**config.mk**
```make
export PLATFORM = sky130hd
export DESIGN_NAME = reset_sequencer
export DESIGN_NICKNAME = d
export VERILOG_FILES = /design/src/rtl/tinybrain_reset_pkg.sv /design/src/rtl/rst_sync.sv /design/src/rtl/reset_sequencer.sv
export SDC_FILE = /design/constraint.sdc
export NUM_CORES = 1
export LEC_CHECK = 0
export ABC_AREA = 0
export BUFFER_PORTS_ARGS = -buffer_cell sky130_fd_sc_hd__buf_4
export CAP_MARGIN = 20
export CORE_UTILIZATION = 57
export CTS_CLUSTER_DIAMETER = 200
export DETAILED_ROUTE_END_ITERATION = 7
export HOLD_SLACK_MARGIN = 0.08
export PLACE_DENSITY_LB_ADDON = 0.25
export SLEW_MARGIN = 20
export SYNTH_ARGS = -nofsm -noshare
export SYNTH_HDL_FRONTEND = slang
export SYNTH_SLANG_ARGS = --single-unit
```
**constraint.sdc**
```tcl
create_clock -name sys_clk -period 2.9 [get_ports sys_clk]
set_clock_uncertainty 0.05 [all_clocks]
set_input_delay 0 -clock sys_clk [delete_from_list [all_inputs] [get_ports sys_clk]]
set_output_delay 0 -clock sys_clk [all_outputs]
set_load 0.1 [all_outputs]
```
**src/rtl/tinybrain_reset_pkg.sv**
```systemverilog
// Shared definitions for the reset sequencing logic: FSM states and the
// upper bound on the number of sequenced reset domains.
package tinybrain_reset_pkg;

    localparam int MaxDomains = 8;
    // Wide enough to count 0..MaxDomains released domains.
    localparam int RelIdxW = $clog2(MaxDomains + 1);

    typedef enum logic [1:0] {
        ST_HOLD    = 2'd0,
        ST_RELEASE = 2'd1,
        ST_RUN     = 2'd2
    } seq_state_e;

endpackage

```
**src/rtl/rst_sync.sv**
```systemverilog
// Two-flop reset synchronizer: asserts asynchronously with rst_n, releases
// on the second sys_clk edge after rst_n rises.
module rst_sync (
    input  logic sys_clk,
    input  logic rst_n,
    output logic rst_sync_n
);

    logic [1:0] sync_reg;

    always_ff @(posedge sys_clk or negedge rst_n) begin
        if (!rst_n) begin
            sync_reg <= 2'b00;
        end else begin
            sync_reg <= {sync_reg[0], 1'b1};
        end
    end

    assign rst_sync_n = sync_reg[1];

endmodule

```
**src/rtl/reset_sequencer.sv**
```systemverilog
// Staged reset release: hold every domain in reset, then free them one at a
// time (bit 0 first) and report ready once all are out of reset.
module reset_sequencer
    import tinybrain_reset_pkg::*;
#(
    parameter int NumDomains  = 3,
    parameter int HoldCycles  = 100,
    parameter int StageCycles = 16
) (
    input  logic                  sys_clk,
    input  logic                  rst_n,
    input  logic                  sw_reset_req,
    output logic                  sw_reset_ack,
    output logic [NumDomains-1:0] domain_reset,
    output logic                  ready
);

    localparam int MaxCycles = (HoldCycles > StageCycles) ? HoldCycles : StageCycles;
    localparam int CntW      = $clog2(MaxCycles + 1);

    logic rst_sync_n;

    rst_sync u_rst_sync (
        .sys_clk    (sys_clk),
        .rst_n      (rst_n),
        .rst_sync_n (rst_sync_n)
    );

    seq_state_e             state_reg, state_next;
    logic [CntW-1:0]        cnt_reg, cnt_next;
    logic [RelIdxW-1:0]     rel_reg, rel_next;
    logic [NumDomains-1:0]  domain_reset_reg, domain_reset_next;
    logic                   ready_reg, ready_next;
    logic                   ack_reg, ack_next;

    always_ff @(posedge sys_clk or negedge rst_n) begin
        if (!rst_n) begin
            state_reg        <= ST_HOLD;
            cnt_reg          <= '0;
            rel_reg          <= '0;
            domain_reset_reg <= '1;
            ready_reg        <= 1'b0;
            ack_reg          <= 1'b0;
        end else begin
            state_reg        <= state_next;
            cnt_reg          <= cnt_next;
            rel_reg          <= rel_next;
            domain_reset_reg <= domain_reset_next;
            ready_reg        <= ready_next;
            ack_reg          <= ack_next;
        end
    end

    always_comb begin
        state_next = state_reg;
        cnt_next   = cnt_reg;
        rel_next   = rel_reg;
        ack_next   = 1'b0;

        // Until the synchronized reset releases, the sequencer stays parked
        // at the start of HOLD and ignores software requests.
        if (!rst_sync_n) begin
            state_next = ST_HOLD;
            cnt_next   = '0;
            rel_next   = '0;
        end else if (sw_reset_req) begin
            state_next = ST_HOLD;
            cnt_next   = '0;
            rel_next   = '0;
            ack_next   = 1'b1;
        end else begin
            case (state_reg)
                ST_HOLD: begin
                    if (cnt_reg == CntW'(HoldCycles - 1)) begin
                        cnt_next   = '0;
                        rel_next   = RelIdxW'(1);
                        state_next = (NumDomains == 1) ? ST_RUN : ST_RELEASE;
                    end else begin
                        cnt_next = cnt_reg + 1'b1;
                    end
                end
                ST_RELEASE: begin
                    if (cnt_reg == CntW'(StageCycles - 1)) begin
                        cnt_next = '0;
                        rel_next = rel_reg + 1'b1;
                        if (rel_reg == RelIdxW'(NumDomains - 1)) begin
                            state_next = ST_RUN;
                        end
                    end else begin
                        cnt_next = cnt_reg + 1'b1;
                    end
                end
                ST_RUN: begin
                end
                default: begin
                    state_next = ST_HOLD;
                    cnt_next   = '0;
                    rel_next   = '0;
                end
            endcase
        end

        // Thermometer code: the lowest rel_next domains are out of reset.
        domain_reset_next = {NumDomains{1'b1}} << rel_next;
        ready_next        = (state_next == ST_RUN);
    end

    assign domain_reset = domain_reset_reg;
    assign ready        = ready_reg;
    assign sw_reset_ack = ack_reg;

endmodule

```
==> results of run 1 <==
through the flow:
stage / hold WS (ns) / util / setup WS, ns / cells / power, mW
2_1_floorplan: -0.346 / - / 0.898 / 108 / 0.303
3_3_place_gp: -0.164 / 0.646 / 0.847 / 135 / 0.313
3_5_place_dp: -0.159 / 0.646 / 0.792 / 135 / 0.314
4_1_cts: 0.143 / 0.678 / 0.762 / 142 / 0.454
5_1_grt: 0.172 / 0.678 / 0.606 / 142 / 0.468
6_report: 0.164 / 0.678 / 0.764 / 142 / 0.448
power by group through the flow:
stage / Combinational [mW] / Sequential [mW] / Clock (mW)
floorplan: 0.00797 / 0.295 / 0
global placement: 0.0239 / 0.290 / 0
detailed placement: 0.0243 / 0.290 / 0
CTS: 0.0280 / 0.285 / 0.141
global route: 0.0314 / 0.285 / 0.152
finish: 0.0276 / 0.285 / 0.136
area by class of cell:
type / count / area, um^2
multi-input cells: 77 / 517
flip-flops and latches: 20 / 504
fillers: 153 / 562
clock buffers: 4 / 26.3
repair buffers: 10 / 82.6
inverters: 6 / 22.5
well taps: 25 / 31.3
worst reg2reg max path: cells and delay by family, from the launching register on:
kind / cells / cell delay (ns)
compound gates: 2 / 0.60
fa+ha+maj: 1 / 0.23
flops: 1 / 0.41
simple gates: 2 / 0.76
worst max-delay path by stage:
stage                                      start                        end  slack (ns)  cells past startpoint
after global routing      cnt_reg[0]$_DFFE_PN0P_  domain_reset[0]$_DFF_PN1_        0.61                      5
after detailed placement  cnt_reg[0]$_DFFE_PN0P_  domain_reset[0]$_DFF_PN1_        0.79                      5
after global placement    cnt_reg[0]$_DFFE_PN0P_  domain_reset[0]$_DFF_PN1_        0.85                      5
after floorplan           cnt_reg[0]$_DFFE_PN0P_  domain_reset[0]$_DFF_PN1_        0.90                      5
final                     cnt_reg[0]$_DFFE_PN0P_  domain_reset[0]$_DFF_PN1_        0.76                      5
after CTS                 cnt_reg[0]$_DFFE_PN0P_  domain_reset[0]$_DFF_PN1_        0.76                      5
routing by layer:
layer	routed length [um]	global-route usage	vias to the layer above
met5	0	0	-
met4	14	0.0788	0
met3	54	0.0360	2
met2	988	0.362	17
met1	993	0.396	438
li1	-	-	419
what timing repair did:
item                      CTS  global route
hold endpoints to repair   23             0
gates resized for setup     0             0
hold buffers                3             0
synth_stat cells (3+ instances only):
| library cell | instances | share of area |
|---|---|---|
| dfrtp_1 | 17 | 0.40 |
| nand2_1 | 8 | 0.028 |
| nand3_1 | 7 | 0.033 |
| nor2_1 | 7 | 0.025 |
| inv_1 | 6 | 0.021 |
| a21oi_1 | 5 | 0.023 |
| clkbuf_1 | 4 | 0.014 |
| o31ai_1 | 4 | 0.028 |
| dfstp_2 | 3 | 0.074 |
| ha_1 | 3 | 0.035 |
| nand4_1 | 3 | 0.018 |
| nor3_1 | 3 | 0.014 |
| o21ai_0 | 3 | 0.014 |
logic make-up after synthesis:
kind of cell | Yosys count | synth area share
compound gates | 28 | 0.196
xor+xnor | 1 | 0.00819
fa+ha+maj | 3 | 0.0351
buf+inv | 11 | 0.0456
flops | 20 | 0.471
other cells | 1 | 0.00351
simple gates | 44 | 0.240
==> results.json, run 1 <==
{
  "outcome": "complete, no violations",
  "io_buffers": 7,
  "synth-main-ff-cell": "dfrtp_1",
  "area_delta_synth_final_pct": 10.6,
  "grt_pass1_wl_um": 3730,
  "hp-class": "input port to async pin",
  "p_clk_frac": 0.303,
  "worst_pin_slew_ns": 0.767,
  "setup_viol": 0,
  "path_class": "register to register",
  "grt_pass1_vias": 833,
  "synth_cell_types": 42,
  "peakVddDrop_mv": 0.271,
  "power.leakage_nw": 0.537,
  "die_w_um": 45.3,
  "synth-edff-count": 0,
  "drc": 0,
  "synth_seq_area_share": 0.471,
  "post_cts_buffers": 0,
  "cts_tree": "yes",
  "clk_latency_ns": 0.30,
  "finalSetupTns_ns": 0,
  "first_iter_violations": 19,
  "pwr-share-comb": 0.062,
  "firstDrtPassIters": 5,
  "powerDensity_nw_per_um2": 379,
  "antenna_found_initial": 0,
  "cts_root_buffer": "clkbuf_4",
  "synth-seq-cells": 20,
  "worstPathRequired_ns": 3.06,
  "routed_wl_um": 2050,
  "synth_cells": 108,
  "die_height_um": 45.3,
  "start_util": 0.613,
  "cp_data_arrival_time_ns": 2.30,
  "synthesis.nets": 114,
  "synth_warnings": 0,
  "r2r_end": "domain_reset[0]$_DFF_PN1_",
  "cp_max_fo": 5,
  "drive_gt1_frac": 0.179,
  "layout_common_cells": "dfrtp_1 (17), nand2_1 (8), nand3_1 (7), nor2_1 (7), buf_4 (7)",
  "pin_count": 8,
  "cp_top_family": "simple AND/OR/NAND/NOR gates",
  "netlist_area_um2": 1070,
  "die_area_um2": 2050,
  "r2r_cells": 5,
  "largest_reg_flops": 7,
  "fmax_mhz": 468,
  "end_kind": "register",
  "max_cap_viol_count": 0,
  "dpl_cell_area_um2": 1130,
  "numCtsBuffers": 3,
  "fin_crit_sh": 0.737,
  "grt.total_usage": 0.254,
  "p_sw_mw": 0.103,
  "core_area_um2": 1750,
  "via_per_inst": 6.17,
  "gp_congestion": 0.823,
  "rsz0062_at_grt": "no",
  "period_needed_ns": 2.14,
  "switching_share": 0.230,
  "diodes": 0,
  "crit_chain": "ha_1 > or4b_4 > o31a_1 > a32o_2 > nor4_2",
  "wl_per_cell_um": 14.4,
  "path_buf_inv": 0,
  "overflow": 0,
  "r2r_setup_slack_ns": 0.76,
  "clk_pin_slew_ns": 0.11,
  "max-slew-margin-rel": 0.487,
  "final_common_cell": "dfrtp_1",
  "vias": 876,
  "grt_max_degree": 18,
  "sequentialPowerShare": 0.635,
  "dp_hpwl_um": 1480,
  "reg2reg_from": "cnt_reg[0]$_DFFE_PN0P_",
  "final_cell_area_um2": 1180,
  "maxSlewViolCount": 0,
  "async_reset_ff_frac": 1.00,
  "critPathMaxStageDelay_ns": 0.50,
  "row_count": 15,
  "cts.path.max_buffers": 2,
  "finalHoldViolCount": 0,
  "start_kind": "register",
  "cts_sinks": 20,
  "intPower_mw": 0.345,
  "drtAntennaViolNets": 0,
  "syn_area_per_cell_um2": 9.91,
  "cp_slowest_cell": "or4b_4",
  "finalNetCount": 124,
  "cts_htree_levels": 1
}
(Power assumes the default switching activity.)
==> run 2, diff against run 1 <==
Clock period 2.9 ns to 2.1 ns, I/O delays scaled along.
==> results.json, run 2 (synthesis gave the netlist of run 1 again) <==
{
  "outcome": "complete, no violations",
  "end_kind": "register",
  "rsz0062_at_grt": "yes",
  "die_area_um2": 2050,
  "maxSlewViolCount": 0,
  "cts_sinks": 20,
  "io_buffers": 7,
  "pin_count": 8,
  "peakVddDrop_mv": 0.554,
  "finalHoldViolCount": 0,
  "fmax_mhz": 499,
  "regArea_um2": 504,
  "multi_input_area_um2": 531,
  "routed_wl_um": 2270,
  "grt_max_degree": 18,
  "row_count": 15,
  "clk_pin_slew_ns": 0.12,
  "grt_pass1_vias": 817,
  "firstDrtPassIters": 4,
  "area_delta_synth_final_pct": 17.8,
  "power.leakage_nw": 0.588,
  "largest_reg_flops": 7,
  "dp_hpwl_um": 1570,
  "drive_gt1_frac": 0.242,
  "antenna_found_initial": 0,
  "vias": 870,
  "grt_pass1_wl_um": 3740,
  "worst_pin_slew_ns": 0.755,
  "whs_ns": 0.155,
  "final_common_cell": "dfrtp_1",
  "max_cap_viol_count": 0,
  "die_height_um": 45.3,
  "cp_max_fo": 4,
  "cp_data_arrival_time_ns": 2.19,
  "core_area_um2": 1750,
  "period_needed_ns": 2.01,
  "cts.path.max_buffers": 2,
  "startpoint": "cnt_reg[0]$_DFFE_PN0P_",
  "max-slew-margin-rel": 0.495,
  "fin_crit_sh": 0.955,
  "path_class": "register to register",
  "drc": 0,
  "cp_slowest_cell": "or4b_4",
  "crit_chain": "ha_1 > or4b_4 > o31a_1 > a211o_2 > a211oi_1",
  "gp_congestion": 0.888,
  "fillerInstances": 141,
  "critPathMaxStageDelay_ns": 0.48,
  "wl_per_cell_um": 15.2,
  "grt.total_usage": 0.265,
  "layout_common_cells": "dfrtp_1 (17), buf_4 (14), nand2_1 (8)",
  "worst_slack_ns": 0.0948,
  "finalNetCount": 131,
  "setup_viol": 0,
  "overflow": 0,
  "start_kind": "register",
  "cp_top_family": "compound AO/OA/AOI/OAI gates",
  "numCtsBuffers": 3,
  "worstPathRequired_ns": 2.28,
  "diodes": 0,
  "reg2reg_from": "cnt_reg[0]$_DFFE_PN0P_",
  "path_buf_inv": 0,
  "cts_root_buffer": "clkbuf_4",
  "drtAntennaViolNets": 0,
  "die_w_um": 45.3,
  "via_per_inst": 5.84,
  "cts_htree_levels": 1,
  "powerDensity_nw_per_um2": 527,
  "hp-class": "input port to async pin",
  "pre_cts_slack_ns": 0.0649,
  "start_util": 0.613,
  "cts_tree": "yes",
  "clk_latency_ns": 0.31,
  "first_iter_violations": 10
}
[run 2: changes by cell type in the layout (fill, tap and decap cells not counted), sizes merged]
cell | before | now
buf | 7 | 14
[run 2: final timing paths]
path                       slack [ns]  depth (start not counted)                          endpoint
setup / recovery                 0.09                          5         domain_reset[2]$_DFF_PN1_
setup reg to reg                 0.09                          5         domain_reset[2]$_DFF_PN1_
min in group sys_clk             0.31                          0  u_rst_sync.sync_reg[1]$_DFF_PN0_
max in group asynchronous        0.67                          3            cnt_reg[0]$_DFFE_PN0P_
hold reg to reg                  0.31                          0  u_rst_sync.sync_reg[1]$_DFF_PN0_
hold / removal                   0.16                          2         domain_reset[1]$_DFF_PN1_
[run 2: per-stage QoR]
stage               power, mW  TNS (ns)  utilization  cell area [um^2]  instances
finish                  0.664         0        0.722              1260        149
global route            0.683   -0.0726        0.722              1260        149
CTS                     0.661         0        0.710              1240        148
detailed placement      0.434         0        0.672              1170        141
global placement        0.433         0        0.672              1170        141
floorplan               0.418         0            -              1070        108
[run 2: what timing repair did]
action	in CTS	in global routing
resized for setup	0	2
hold endpoints to repair	22	0
buffers inserted	0	1
hold buffers	3	0
setup endpoints to repair	0	6
[run 2: report_power, final]
group / total, mW / switching (mW) / internal [mW]
clock network: 0.230 / 0.124 / 0.106
logic: 0.0412 / 0.0271 / 0.0141
registers: 0.393 / 0.00269 / 0.390
[run 2: area by class of cell]
type / instances / area share
repair buffers: 17 / 0.107
clock buffers: 4 / 0.0288
inverters: 6 / 0.0179
flip-flops and latches: 20 / 0.400
well taps: 25 / 0.0248
multi-input cells: 77 / 0.421
[run 2: layer usage]
| layer | track usage | wire length [um] | vias to the layer above |
|---|---|---|---|
| li1 | - | - | 432 |
| met1 | 0.383 | 1140 | 421 |
| met2 | 0.397 | 1040 | 11 |
| met3 | 0.0360 | 37 | 6 |
| met4 | 0.115 | 49 | 0 |
| met5 | 0 | 0 | - |
==> run 3, diff against run 2 <==
Settings changed: PLACE_DENSITY from default to 0.76, PLACE_DENSITY_LB_ADDON 0.25 to default.
==> results.json, run 3 (synthesis gave the netlist of run 1 again) <==
{
  "outcome": "complete, no violations",
  "setup_viol": 0,
  "maxSlewViolCount": 0,
  "cts_htree_levels": 1,
  "start_util": 0.613,
  "worstPathRequired_ns": 2.27,
  "largest_reg_flops": 7,
  "io_buffers": 7,
  "power.leakage_nw": 0.567,
  "cp_num_cells": 5,
  "cp_data_arrival_time_ns": 2.23,
  "first_iter_violations": 30,
  "grt.total_usage": 0.246,
  "rsz0062_at_grt": "yes",
  "diodes": 0,
  "max_cap_viol_count": 0,
  "hp-class": "input port to async pin",
  "area_delta_synth_final_pct": 15.1,
  "dp_hpwl_um": 1480,
  "r2r_cells": 5,
  "gp_congestion": 0.822,
  "antenna_found_initial": 0,
  "period_needed_ns": 2.06,
  "worst_pin_slew_ns": 0.765,
  "layout_common_cells": "dfrtp_1 (17), buf_4 (12), nand2_1 (8)",
  "grt_max_degree": 18,
  "drc": 0,
  "max-slew-margin-rel": 0.488,
  "finalNetCount": 129,
  "grt_pass1_vias": 779,
  "pin_count": 8,
  "die_height_um": 45.3,
  "critPathMaxStageDelay_ns": 0.48,
  "fillerInstances": 133,
  "cp_max_fo": 4,
  "overflow": 0,
  "wl_per_cell_um": 14.3,
  "drive_gt1_frac": 0.230,
  "cts_sinks": 20,
  "fmax_mhz": 485,
  "post-route-util": 0.705,
  "path_class": "register to register",
  "core_area_um2": 1750,
  "clk_latency_ns": 0.30,
  "cp_slowest_cell": "or4b_4",
  "start_kind": "register",
  "crit_chain": "ha_1 > or4b_4 > o31a_1 > a32o_2 > nor4_2",
  "vias": 872,
  "path_buf_inv": 0,
  "row_count": 15,
  "cts_root_buffer": "clkbuf_4",
  "numCtsBuffers": 3,
  "finalHoldViolCount": 0,
  "clk_pin_slew_ns": 0.11,
  "peakVddDrop_mv": 0.420,
  "final_common_cell": "dfrtp_1",
  "cts.path.max_buffers": 2,
  "powerDensity_nw_per_um2": 501,
  "regArea_um2": 504,
  "die_w_um": 45.3,
  "grt_pass1_wl_um": 3460,
  "cp_top_family": "simple AND/OR/NAND/NOR gates",
  "p_total_mw": 0.617,
  "die_area_um2": 2050,
  "routed_wl_um": 2100,
  "multi_input_area_um2": 527,
  "drtAntennaViolNets": 0,
  "worst_slack_ns": 0.0368,
  "pre_cts_slack_ns": 0.0697,
  "end_kind": "register",
  "via_per_inst": 5.93,
  "cts_tree": "yes",
  "firstDrtPassIters": 4,
  "fin_crit_sh": 0.982
}
## run 3: per-stage QoR
step | std cells | hold slack [ns] | instance area, um^2 | setup TNS, ns
after floorplan | 108 | -0.346 | 1070 | 0
after global placement | 140 | -0.166 | 1160 | 0
after detailed placement | 140 | -0.161 | 1160 | 0
after CTS | 147 | 0.128 | 1220 | 0
after global routing | 147 | 0.162 | 1230 | -0.195
final | 147 | 0.162 | 1230 | 0
## run 3: final timing paths
| kind | from | to | slack [ns] |
|---|---|---|---|
| setup / recovery | cnt_reg[0]$_DFFE_PN0P_ | domain_reset[0]$_DFF_PN1_ | 0.04 |
| hold / removal | rst_n | domain_reset[1]$_DFF_PN1_ | 0.16 |
| setup reg to reg | cnt_reg[0]$_DFFE_PN0P_ | domain_reset[0]$_DFF_PN1_ | 0.04 |
| hold reg to reg | u_rst_sync.sync_reg[0]$_DFF_PN0_ | u_rst_sync.sync_reg[1]$_DFF_PN0_ | 0.31 |
| max in group asynchronous | rst_n | rel_reg[3]$_DFF_PN0_ | 0.66 |
| min in group sys_clk | u_rst_sync.sync_reg[0]$_DFF_PN0_ | u_rst_sync.sync_reg[1]$_DFF_PN0_ | 0.31 |
## run 3: worst reg2reg max path, cell delays in order, from the launching register on
cell and delay (ns):
dfrtp_1 0.40, ha_1 0.17, or4b_4 0.48, o31a_1 0.34
a32o_2 0.27, nor4_2 0.27
## run 3: power breakdown
part / internal (mW) / total [mW] / switching (mW) / leakage, nW
combinational: 0.0127 / 0.0390 / 0.0262 / 0.289
sequential: 0.390 / 0.393 / 0.00284 / 0.262
clock: 0.0741 / 0.185 / 0.111 / 0.0150
## run 3: area by class of cell
type	count	area share
Tap cell	25	0.0254
Clock buffer	4	0.0213
Timing Repair Buffer	15	0.0976
Sequential cell	20	0.410
Inverter	6	0.0183
Multi-Input combinational cell	77	0.428
## run 3: timing repair
item / CTS / global route
endpoints found under the hold margin: 23 / 0
gates resized for setup: 0 / 2
hold buffers: 3 / 0
setup endpoints to repair: 0 / 9
buffers inserted: 0 / 0
## run 3: layer usage
metal / routed length [um] / global-route usage / vias to the layer above
met5: 0 / 0 / -
met3: 69 / 0.0480 / 5
met4: 54 / 0.145 / 0
met1: 1020 / 0.330 / 414
li1: - / - / 429
met2: 955 / 0.368 / 24
